`src/rtl/ps2_keycode_rx.sv`:
```
// PS/2 keyboard receiver: pin synchronisation, clock glitch filter, frame
// FSM with inter-edge timeout, and make/break scan-code decoding.
module ps2_keycode_rx #(
  parameter int FILTER_LEN     = 4,
  parameter int TIMEOUT_CYCLES = 100000
) (
  input  logic        clk,
  input  logic        rst,
  input  logic        ps2_clk,
  input  logic        ps2_data,
  output logic [31:0] keycode,
  output logic        byte_valid,
  output logic        make_valid,
  output logic        break_valid,
  output logic [7:0]  scan_code,
  output logic        extended,
  output logic        frame_err
);

  localparam int FW = $clog2(FILTER_LEN + 1);
  localparam int TW = $clog2(TIMEOUT_CYCLES + 1);

  typedef enum logic [1:0] {IDLE, DATA, PARITY, STOP} state_t;

  logic          clk_s1, clk_s2, dat_s1, dat_s2;
  logic          clk_f, clk_f_d;
  logic [FW-1:0] flt_cnt;
  logic          strobe;

  state_t        state;
  logic [2:0]    bit_cnt;
  logic [7:0]    shreg;
  logic          par;
  logic [TW-1:0] tcnt;
  logic          ext_pend, brk_pend;

  // Two-flop synchronisers for both asynchronous pins
  always_ff @(posedge clk) begin
    if (rst) begin
      clk_s1 <= 1'b0;
      clk_s2 <= 1'b0;
      dat_s1 <= 1'b0;
      dat_s2 <= 1'b0;
    end else begin
      clk_s1 <= ps2_clk;
      clk_s2 <= clk_s1;
      dat_s1 <= ps2_data;
      dat_s2 <= dat_s1;
    end
  end

  // Glitch filter: follow the synced clock only after FILTER_LEN differing samples in a row
  always_ff @(posedge clk) begin
    if (rst) begin
      clk_f   <= 1'b0;
      clk_f_d <= 1'b0;
      flt_cnt <= '0;
    end else begin
      clk_f_d <= clk_f;
      if (clk_s2 == clk_f) begin
        flt_cnt <= '0;
      end else if (flt_cnt == FW'(FILTER_LEN - 1)) begin
        clk_f   <= clk_s2;
        flt_cnt <= '0;
      end else begin
        flt_cnt <= flt_cnt + 1'b1;
      end
    end
  end

  // Filtered falling edge marks the bit sample point
  assign strobe = clk_f_d & ~clk_f;

  // Frame FSM, timeout and scan-code decode with registered outputs
  always_ff @(posedge clk) begin
    if (rst) begin
      state       <= IDLE;
      bit_cnt     <= '0;
      shreg       <= '0;
      par         <= 1'b0;
      tcnt        <= '0;
      ext_pend    <= 1'b0;
      brk_pend    <= 1'b0;
      keycode     <= '0;
      byte_valid  <= 1'b0;
      make_valid  <= 1'b0;
      break_valid <= 1'b0;
      scan_code   <= '0;
      extended    <= 1'b0;
      frame_err   <= 1'b0;
    end else begin
      byte_valid  <= 1'b0;
      make_valid  <= 1'b0;
      break_valid <= 1'b0;
      frame_err   <= 1'b0;
      if (strobe) begin
        tcnt <= '0;
        case (state)
          IDLE: begin
            // A high start bit is line noise, not a frame
            if (!dat_s2) begin
              state   <= DATA;
              bit_cnt <= '0;
            end
          end
          DATA: begin
            shreg   <= {dat_s2, shreg[7:1]};
            bit_cnt <= bit_cnt + 1'b1;
            if (bit_cnt == 3'd7) state <= PARITY;
          end
          PARITY: begin
            par   <= dat_s2;
            state <= STOP;
          end
          STOP: begin
            state <= IDLE;
            if (dat_s2 && (^{par, shreg})) begin
              keycode    <= {keycode[23:0], shreg};
              byte_valid <= 1'b1;
              if (shreg == 8'hE0) begin
                ext_pend <= 1'b1;
              end else if (shreg == 8'hF0) begin
                brk_pend <= 1'b1;
              end else begin
                scan_code   <= shreg;
                extended    <= ext_pend;
                break_valid <= brk_pend;
                make_valid  <= ~brk_pend;
                ext_pend    <= 1'b0;
                brk_pend    <= 1'b0;
              end
            end else begin
              // Pending prefixes survive a dropped frame
              frame_err <= 1'b1;
            end
          end
          default: state <= IDLE;
        endcase
      end else if (state != IDLE) begin
        if (tcnt == TW'(TIMEOUT_CYCLES - 1)) begin
          state     <= IDLE;
          tcnt      <= '0;
          frame_err <= 1'b1;
        end else begin
          tcnt <= tcnt + 1'b1;
        end
      end
    end
  end

endmodule

```
`config.mk`:
```
export PLATFORM = sky130hd
export DESIGN_NAME = ps2_keycode_rx
export DESIGN_NICKNAME = d
export VERILOG_FILES = /design/src/rtl/ps2_keycode_rx.sv
export SDC_FILE = /design/constraint.sdc
export NUM_CORES = 1
export LEC_CHECK = 0
export CAP_MARGIN = 20
export CORE_UTILIZATION = 58
export DETAILED_ROUTE_END_ITERATION = 16
export GPL_ROUTABILITY_DRIVEN = 0
export GPL_TIMING_DRIVEN = 0
export PLACE_DENSITY = 0.84
export SYNTH_ARGS = -nofsm -noshare
export SYNTH_HDL_FRONTEND = slang
export SYNTH_SLANG_ARGS = --single-unit
```
`constraint.sdc`:
```
create_clock -name clk -period 2.9 [get_ports clk]
set_input_delay 0.58 -clock clk [delete_from_list [all_inputs] [get_ports clk]]
set_output_delay 0.58 -clock clk [all_outputs]
set_load 0.02 [all_outputs]
```
---- Word-level counts from Yosys, hierarchy flattened ----
Cells that the tools add are included.
storage, ports and cells
  flip-flop bits (word level) ............. 87
  input bits .............................. 4
  output and inout bits ................... 45
  logic and storage cells ................. 84
cells by class
  add/subtract/negate cells ............... 3
  equal/unequal tests ..................... 13
  muxes and demuxes ....................... 18
  bitwise logic cells ..................... 9
  reduce and logical (&&, ||, !) cells .... 20
operator list
  kind                                                             number
  17-bit by 1-bit adder with 17-bit output, second input constant  1
  17-bit == test, second input constant                            1
  17-bit two-way mux                                               1
  8-bit == test, second input constant                             2
  4-bit AND reduction                                              3
  2-bit two-way mux                                                5
  1-bit two-way mux                                                9
  9-bit XOR reduction                                              1
  1-bit NOT                                                        8
  2-bit one-hot mux with 4 select lines                            1
  2-bit nonzero test                                               4
  3-bit by 1-bit adder with 3-bit output, second input constant    2
  3-bit != test, second input constant                             2
  3-bit one-hot mux with 2 select lines                            1
  2-bit AND reduction                                              3
  3-bit AND reduction                                              2
  3-bit OR reduction                                               2
  6-bit OR reduction                                               1
  5-bit AND reduction                                              1
  2-bit == test, second input constant                             2
  2-bit != test, second input constant                             2
  3-bit by 2-bit == test with 1-bit output, second input constant  1
  3-bit == test, second input constant                             1
  3-bit two-way mux                                                1
  other kinds (6)                                                  6

---- Logic depth before layout (Yosys ltp) ----
Gate-level depths: netlist of the first run.
  word-level depth ........................ 5
  depth in mapped cells ................... 8
  gate-level depth less buffers ........... 6

---- Worst setup path after synthesis of the first run ----
No wires, ideal clock.
  kind .................................... reg-to-reg
  start point ............................. register shreg[1]
  end point ............................... register keycode[16]
  setup time .............................. 0.072 ns
  data arrival time ....................... 1.879 ns
  required time ........................... 2.828 ns
  path slack .............................. 0.949 ns
  stages on the path, launching flop included .. 8
  buffers on the path ..................... 1
  cells stage by stage .................... dfxtp_1 > inv_1 > ha_1 > xnor3_2 > xnor2_2 > nor3_4 > buf_8 > mux2i_1
on the way
  longest elaborated chain between the ends .. 3
RTL lines
  item                           line  source
  start: declaration             32    logic [7:0] shreg;
  start signal: assignment       107   shreg <= {dat_s2, shreg[7:1]};
  9-bit XOR reduction            117   if (dat_s2 && (^{par, shreg})) begin
  1-bit logical AND              117
  3-bit AND reduction (no line)  n/a
  end signal: assignment         118   keycode <= {keycode[23:0], shreg};
  end: declaration               11    output logic [31:0] keycode,
No other way between the ends.
A chain may end at the register's enable or synchronous reset.

---- Worst setup path after layout of the first run ----
  start point ............................. register state[0]
  end point ............................... register tcnt[7]
on the way
  longest elaborated chain between the ends .. 1
RTL lines
  item                      line  source
  start: declaration        30    state_t state;
  start signal: assignment  77    state <= IDLE;
  start signal: assignment  102   state <= DATA;
  start signal: assignment  109   if (bit_cnt == 3'd7) state <= PARITY;
  2-bit nonzero test        139   end else if (state != IDLE) begin
  end signal: assignment    145   tcnt <= tcnt + 1'b1;
  end: declaration          34    logic [TW-1:0] tcnt;
No other way between the ends.

==> results of run 1 <==
-- registers in the layout, summed over array words and instances, names as in the netlist --
name	count
keycode	32
tcnt	17
scan_code	8
shreg	8
bit_cnt	3
flt_cnt	3
state	2
break_valid	1
brk_pend	1
byte_valid	1
clk_f	1
clk_f_d	1
clk_s1	1
clk_s2	1
dat_s1	1
dat_s2	1
ext_pend	1
extended	1
frame_err	1
make_valid	1
par	1
-- metal layers --
metal,vias to the layer above,GRT usage,share of wire
met5,-,0,0
met4,0,0.1232,0.022
met3,18,0.04045,0.027
met2,54,0.4412,0.50
met1,1374,0.2962,0.45
li1,1405,-,-
-- where the power goes --
group / internal (mW) / switching, mW / total [mW] / leakage [nW]
clock network: 0.523 / 0.406 / 0.929 / 0.108
logic: 0.0118 / 0.0270 / 0.0389 / 0.713
registers: 1.20 / 0.00189 / 1.20 / 0.701
-- area by class of cell --
type	count	area, um^2	share of cell area
clock buffer	11	151.4	0.03437
timing repair buffer	47	470.5	0.1068
buffer	18	128.9	0.02925
tap	75	93.84	0.02130
inverter	12	45.04	0.01022
multi-input combinational	251	1707	0.3874
sequential	87	1742	0.3953
clock inverter	3	67.56	0.01534
-- logic make-up (layout without fill, tap and decap cells) --
family	count (synthesis)	in the layout
AO/OA/AOI/OAI	47	47
XOR/XNOR	18	18
adder cells (fa/ha/maj)	14	14
buffers and inverters	30	91
flip-flops	87	87
multiplexers	28	28
AND/OR/NAND/NOR	144	144
-- worst max-delay path: stages, from the launching register on --
cell,delay (ps)
dfxtp_1,390
inv_1,80
ha_1,190
buf_2,170
and3b_2,300
nand4_1,220
o21ai_2,420
buf_2,290
nor2_1,70
-- worst paths after layout --
kind / slack (ps) / cells after the start / from / endpoint
setup reg to reg: 660 / 8 / state[0] / tcnt[7]
setup / recovery: 660 / 8 / state[0] / tcnt[7]
hold reg to reg: 420 / 1 / flt_cnt[0] / flt_cnt[0]
hold / removal: 420 / 1 / flt_cnt[0] / flt_cnt[0]
-- layout by cell type, fill, tap and decap left out, drive strengths merged, types with 2 or more instances in the layout --
cell,n
nor3,6
o211ai,2
nor2,24
a31oi,2
xnor2,10
and2,3
o21ai,8
dfxtp,87
ha,14
mux2i,28
nand4bb,3
buf,8
o41ai,2
nor2b,8
a31o,2
and3b,2
nand3,16
a22o,9
bufinv,2
nand2,55
a32oi,2
nand3b,2
inv,12
clkbuf,18
clkdlybuf4s50,47
xor2,7
nand4,13
dlygate4sd1,2
a21oi,14
nor4,4
==> out/metrics.cfg, run 1 <==
[synth]
yosysTopAreaCellShare=0.4808
yosys_warnings=0
synth_top_family_by_area=simple AND/OR/NAND/NOR gates
netlist_top_cells_area=dfxtp_1 48%, mux2i_1 7.7%, nand2_1 5.7%
synthSimpleGateAreaFrac=0.1997
syn_avg_cell_area_um2=9.843
synth_ff_type=dfxtp_1
synth-adder-area-share=0.04836
synth_xor_xnor_area_share=0.05389
yosysMostFrequentCell=dfxtp_1
synth.area.mux_share=0.07737
synth_compound_area_frac=0.09188
synthesis.area_mm2=0.003622
ys_ff_latch=87
ys_seq_area_frac=0.4808
synth_cell_types=55
synth-edff-count=0
synth_top_area_cell=dfxtp_1
syn_inst=368
syn_nets=386
yosys-top-cells-count=87 x dfxtp_1, 55 x nand2_1, 28 x mux2i_1
synthArstFlopShare=0

[cells_and_area]
nets=444
stdcell_area_mm2=0.004405
nFillCells=438
diodes=0
area_growth_pct=21.62
layout-drive-gt1-share=0.08159
fin_cells=504
fin_util=0.7397

[floorplan]
core_mm2=0.005956
die_w_um=81.03
die_h_um=81.03
start_util=0.6082
num_io_pins=49
die_area_mm2=0.006565
rows=28

[setup_path]
critPathCaptureType=flip-flop
cp_max_fo=10
critPathKind=reg -> reg
arrival_ps=2490
critPathRequiredTime_ps=3150
cp-start-kind=flip-flop

[clock_network]
cts.sinks=87
cts_inserted_buffers=9
cts-root-buf=clkbuf_8
cts_resized=0
clk_latency_ps=360
hold_buffers=0
cts_tree=built
htreeDepth=3
postCtsSetupBuffers=0
clk_pin_slew_ps=80
clock_path_buffers=2

[placed_design]
placed_area_mm2=0.004187
dp_slack_ps=684.1
dp_hpwl_um=5343
dp.cells=490
port_buffers=47

[global_routing]
overflow=0
grt_pass1_wl_um=12430
grt_pass1_vias=2707
grt_max_degree=14
antenna_found_initial=0
track_usage=0.2514

[sta]
setup_viol=0
drv_slew=0
finalHoldViolCount=0
fin_crit_sh=0.7730
rsz0062_at_grt=false
worst_slew_pin_slew_ps=678.6
tns_ps=0
hold_slack_ps=423.1
worst_slack_ps=658.2
relSlewSlack=0.5434
skew_ps=9.561
period_minus_slack_ps=2242
fmax_mhz=446.1

[power_and_ir_drop]
power_density_mw_per_mm2=491.6
leakage_nw=1.521
total_power_mw=2.166
ir_drop_mv=0.3797

[routing]
route.detailed.drc=0
wirelength_um=7409
drtIter0Drc=133
vias=2851
drt-vias-per-instance=5.657
ant_nets=0
wire_per_inst_um=14.70
dr.pass1.iters=4

[job]
maxCapViolations=0

[worst_hold_path]
hp-class=reg -> reg

[outcome]
status=finished, final reports clean

Power figures use the tool's default switching activity.
==> inputs of run 2 (changes only) <==
Settings changed: CORE_UTILIZATION 58 to 49, PLACE_DENSITY 0.84 to 0.75.
Clock period 2.9 ns to 2 ns, I/O delays scaled along.
==> run 2 against run 1 <==
The run now ends with negative setup slack left. Sequential cell count did not move. Non-clock buffer count grew 15. Global-route usage is 3.2 points lower. Combinational power increased by 58%. Total power increased by 42%. Clock skew rose by 3.2 ps. Routed wire length grew 11%. First-iteration DRC count increased by 9.8%. Maximum frequency increased by 11%. Core utilization is 5.7 points lower. Critical path type unchanged. Largest cell class is now multi-input gates. Highest routed layer unchanged.
==> out/metrics.cfg, run 2 (synthesized netlist as in run 1, its figures left out) <==
[sta]
relSlewSlack=0.6423  ; +0.09887
worst_slew_pin_slew_ps=536.5  ; -142.1 ps
drv_slew=0  ; unchanged
fin_crit_sh=1.011  ; +0.2384
rsz0062_at_grt=true
skew_ps=12.72  ; +3.159 ps
period_minus_slack_ps=2023  ; -218.9 ps
setup_viol=11  ; +11
fmax_mhz=494.3  ; +11%
worst_slack_ps=-22.93  ; -681.1 ps
tns_ps=-134.8  ; -134.8 ps
finalHoldViolCount=0  ; unchanged

[cells_and_area]
diodes=0  ; unchanged
largest_reg_flops=32  ; unchanged
nets=459  ; +3.4%
top_register=keycode
fin_util=0.6830  ; -0.05673
layout-drive-gt1-share=0.1486  ; +0.06706
layout_common_cells=78 x dfxtp_1, 55 x nand2_1, 47 x clkdlybuf4s50_1
layout_commonest_cell=dfxtp_1
area_growth_pct=31.64
reg.largest.list=keycode x32, tcnt x17
fin_cells=540  ; +7.1%
nFillCells=539  ; +23%

[power_and_ir_drop]
ir_drop_mv=0.4081  ; +7.5%
total_power_mw=3.081  ; +42%
switching_share=0.2088  ; +0.007928
power_density_mw_per_mm2=646.2  ; +31%
seq_power_share=0.562  ; +0.009
switching_power_uw=643.3  ; +48%
p_clk_frac=0.418  ; -0.011
p_int_mw=2.438  ; +41%
leakage_nw=1.637  ; +7.6%
combPwrFrac=0.020  ; +0.002

[setup_path]
r2r_start=shreg[7]
arrival_ps=2310  ; -180 ps
cp_max_fo=5  ; -5
reg2reg_slack_ps=-20  ; -680 ps
cp-start-kind=flip-flop
critPathCaptureType=flip-flop
critPathKind=reg -> reg
r2r-end=keycode[14]
r2r.worst_path.cells=7  ; -1
critPathRequiredTime_ps=2290  ; -860 ps

[global_routing]
overflow=0  ; unchanged
grt_pass1_vias=2747  ; +1.5%
grt_max_degree=14  ; unchanged
antenna_found_initial=0  ; unchanged
grt_pass1_wl_um=12830  ; +3.2%
track_usage=0.2191  ; -0.03238

[outcome]
violations=negative setup slack
status=complete, but fails checks

[placed_design]
dp.cells=511  ; +4.3%
dp_slack_ps=-174.0  ; -858.2 ps
dp_hpwl_um=5321  ; -0.42%
port_buffers=47  ; unchanged

[routing]
dr.pass1.iters=5  ; +1
drt-vias-per-instance=5.474  ; -3.2%
vias=2956  ; +3.7%
route.detailed.drc=0  ; unchanged
ant_nets=0  ; unchanged
drtIter0Drc=146  ; +9.8%
wire_per_inst_um=15.18  ; +3.3%
wirelength_um=8197  ; +11%

[floorplan]
core_mm2=0.006982  ; +17%
die_w_um=87.98  ; +8.6%
rows=30  ; +7.1%
die_area_mm2=0.007740  ; +18%
num_io_pins=49  ; unchanged
start_util=0.5188  ; -0.08938
die_h_um=87.98  ; +8.6%

[clock_network]
cts.sinks=87  ; unchanged
clk_pin_slew_ps=80  ; about the same
clock_path_buffers=2  ; unchanged
clk_latency_ps=360  ; about the same
htreeDepth=3  ; unchanged
cts-root-buf=clkbuf_8
cts_inserted_buffers=9  ; unchanged
cts_tree=built

[worst_hold_path]
holdPathEnd=frame_err
whs_path_depth=2  ; +1
hp-class=in -> reg
hp-start=rst

[job]
maxCapViolations=0  ; unchanged

[run 2: metrics by stage]
step	hold slack (ps)	area, um^2
2_1_floorplan	399.0	3622
3_3_place_gp	407.6	4213
3_5_place_dp	422.5	4213
4_1_cts	297.9	4628
5_1_grt	296.0	4768
6_report	298.4	4768
[run 2: how the worst max path moves through the flow]
stage	from	to	slack, ps	cells after the start
2_1_floorplan	shreg[1]	keycode[16]	50	7
3_3_place_gp	state[0]	tcnt[10]	-140	8
3_5_place_dp	state[0]	tcnt[9]	-170	8
4_1_cts	shreg[7]	keycode[15]	-40	7
5_1_grt	shreg[7]	keycode[30]	-80	7
6_report	shreg[7]	keycode[14]	-20	7
[run 2: per-layer routing]
layer	track usage	vias up	share of wire	wire length, um
met3	0.04618	21	0.049	398
met4	0.1148	0	0.023	185
li1	-	1432	-	-
met1	0.2664	1408	0.43	3558
met2	0.3643	95	0.49	4053
met5	0	-	0	0
[run 2: area by class of cell]
cell class | instances | area [um^2] | share of cell area
buffer | 17 | 145.1 | 0.03044
clock buffer | 10 | 127.6 | 0.02676
clock inverter | 4 | 72.57 | 0.01522
inverter | 12 | 45.04 | 0.009446
multi-input combinational | 251 | 1834 | 0.3847
sequential | 87 | 1763 | 0.3697
tap | 96 | 120.1 | 0.02519
timing repair buffer | 63 | 660.6 | 0.1385
[run 2: what timing repair did]
action,4_1_cts,5_1_grt
gates cloned,1,2
hold buffers,0,0
resized for setup,26,13
pin swaps,7,3
endpoints found under the setup margin,55,62
buffers inserted,7,6
[run 2: power by group through the flow]
stage / registers [mW] / logic, mW / clock network [mW]
floorplan: 1.78 / 0.0377 / 0
global placement: 1.78 / 0.0547 / 0
detailed placement: 1.78 / 0.0558 / 0
CTS: 1.73 / 0.0593 / 1.28
global route: 1.73 / 0.0670 / 1.37
finish: 1.73 / 0.0613 / 1.29
[run 2: worst max-delay path: stages (launching register included)]
cell and delay, ps:
dfxtp_4 360, ha_4 230, xnor3_2 430, xnor2_4 180, nor3_4 230, buf_6 190
clkbuf_16 160, mux2i_1 160
==> inputs of run 3 (changes only) <==
Settings changed: CORE_UTILIZATION 49 to 51, CTS_BUF_LIST set to sky130_fd_sc_hd__clkbuf_8, PLACE_DENSITY 0.75 to 0.78.
==> run 3 against run 2 <==
Clock skew fell by 4.5 ps. Sequential share of layout area is 0.34 points higher. Count of clock-buffer cells in the layout up 1. Core utilization up 0.91 points. Register-to-register slack about the same. Critical endpoint is now keycode[30]. Via count down 1.5%. Sequential power about the same. Combinational power rose by 11%. The flow still finishes with violations (negative setup slack).
==> out/metrics.cfg, run 3 (synthesized netlist as in run 1, its figures left out) <==
[outcome]
status=complete, but fails checks
violations=negative setup slack

[clock_network]
cts.sinks=87  ; unchanged
cts_inserted_buffers=9  ; unchanged
htreeDepth=3  ; unchanged
cts-root-buf=clkbuf_8
hold_buffers=0  ; unchanged
cts_tree=built
clk_pin_slew_ps=80  ; about the same
clk_latency_ps=360  ; about the same
clock_path_buffers=2  ; unchanged

[sta]
finalHoldViolCount=0  ; unchanged
rsz0062_at_grt=true
worst_slew_pin_slew_ps=546.9  ; +10.37 ps
skew_ps=8.262  ; -4.457 ps
fmax_mhz=491.0  ; -0.68%
period_minus_slack_ps=2037  ; +13.86 ps
worst_slack_ps=-36.79  ; -13.86 ps
drv_slew=0  ; unchanged
relSlewSlack=0.6354  ; -0.006916
tns_ps=-45.21  ; +89.57 ps
setup_viol=5  ; -6
fin_crit_sh=1.018  ; +0.006932
hold_slack_ps=313.6  ; +15.23 ps

[floorplan]
die_area_mm2=0.007443  ; -3.8%
start_util=0.5302  ; +0.01140
die_h_um=86.28  ; -1.9%
die_w_um=86.28  ; -1.9%
rows=30  ; unchanged
core_mm2=0.006832  ; -2.2%
num_io_pins=49  ; unchanged

[global_routing]
grt_pass1_vias=2841  ; +3.4%
track_usage=0.2275  ; +0.008449
grt_max_degree=15  ; +1
overflow=0  ; unchanged
antenna_found_initial=0  ; unchanged
grt_pass1_wl_um=13120  ; +2.3%

[placed_design]
placed_area_mm2=0.004213  ; unchanged
dp_slack_ps=-194.6  ; -20.61 ps
port_buffers=47  ; unchanged
dp.cells=511  ; unchanged
dp_hpwl_um=5348  ; +0.52%

[setup_path]
critPathCaptureType=flip-flop
cp-start-kind=flip-flop
critPathKind=reg -> reg
critPathRequiredTime_ps=2280  ; about the same
cp_max_fo=5  ; unchanged
arrival_ps=2310  ; about the same

[cells_and_area]
nets=460  ; +0.22%
area_growth_pct=30.54
fin_cells=543  ; +0.56%
ff_latch_area_mm2=0.001764  ; about the same
layout_common_cells=77 x dfxtp_1, 55 x nand2_1, 47 x clkdlybuf4s50_1
diodes=0  ; unchanged
reg.largest.list=keycode x32, tcnt x17
fin_util=0.6921  ; +0.009150
stdcell_area_mm2=0.004728  ; -0.84%
top_register=keycode
multiInputGateArea_mm2=0.001833  ; about the same
layout_commonest_cell=dfxtp_1
nFillCells=555  ; +3.0%
largest_reg_flops=32  ; unchanged
layout-drive-gt1-share=0.1588  ; +0.01019

[routing]
drtIter0Drc=173  ; +18%
ant_nets=0  ; unchanged
vias=2913  ; -1.5%
route.detailed.drc=0  ; unchanged
wirelength_um=8307  ; +1.3%
wire_per_inst_um=15.30  ; +0.78%
dr.pass1.iters=4  ; -1
drt-vias-per-instance=5.365  ; -2.0%

[power_and_ir_drop]
total_power_mw=3.054  ; -0.87%
power_density_mw_per_mm2=645.9  ; about the same
ir_drop_mv=0.4309  ; +5.6%
leakage_nw=1.628  ; -0.54%

[worst_hold_path]
hp-class=in -> reg

[job]
maxCapViolations=0  ; unchanged

==> run 3: final cells by class <==
class | count | share of cell area
Tap cell | 96 | 0.02540
Multi-Input combinational cell | 251 | 0.3877
Clock buffer | 11 | 0.03202
Buffer | 17 | 0.03096
Clock inverter | 5 | 0.01217
Timing Repair Buffer | 64 | 0.1291
Sequential cell | 87 | 0.3731
Inverter | 12 | 0.009526
==> run 3: metal layers <==
metal  share of wire  GRT usage  vias up
li1                -          -     1436
met5               0          0        -
met2            0.51     0.3918       60
met4           0.020    0.08939        0
met3           0.035    0.05333       15
met1            0.44     0.2750     1402
==> run 3: what timing repair did <==
item | in CTS | in global routing
gates resized for setup | 24 | 17
pin swaps | 7 | 10
gates cloned | 1 | 1
endpoints found under the setup margin | 52 | 59
buffers inserted | 5 | 10
==> run 3: power breakdown <==
group,switching (mW),leakage [nW],internal (mW),total (mW)
clock network,0.612,0.103,0.643,1.25
registers,0.00267,0.708,1.73,1.73
logic,0.0437,0.817,0.0246,0.0683
total,0.658,1.63,2.40,3.05
==> run 3: critical path: stages (launching register included) <==
cell,delay (ps)
dfxtp_4,370
inv_1,80
ha_4,280
xnor3_2,310
xnor2_4,190
nor3_4,210
buf_6,160
buf_6,140
mux2i_2,220
==> run 3: worst paths after layout <==
kind,startpoint,end,slack [ps],cells after the start
min reg2reg,clk_s1,clk_s2,450,1
max,shreg[1],keycode[30],-40,8
min,rst,frame_err,310,2
max reg2reg,shreg[1],keycode[30],-40,8
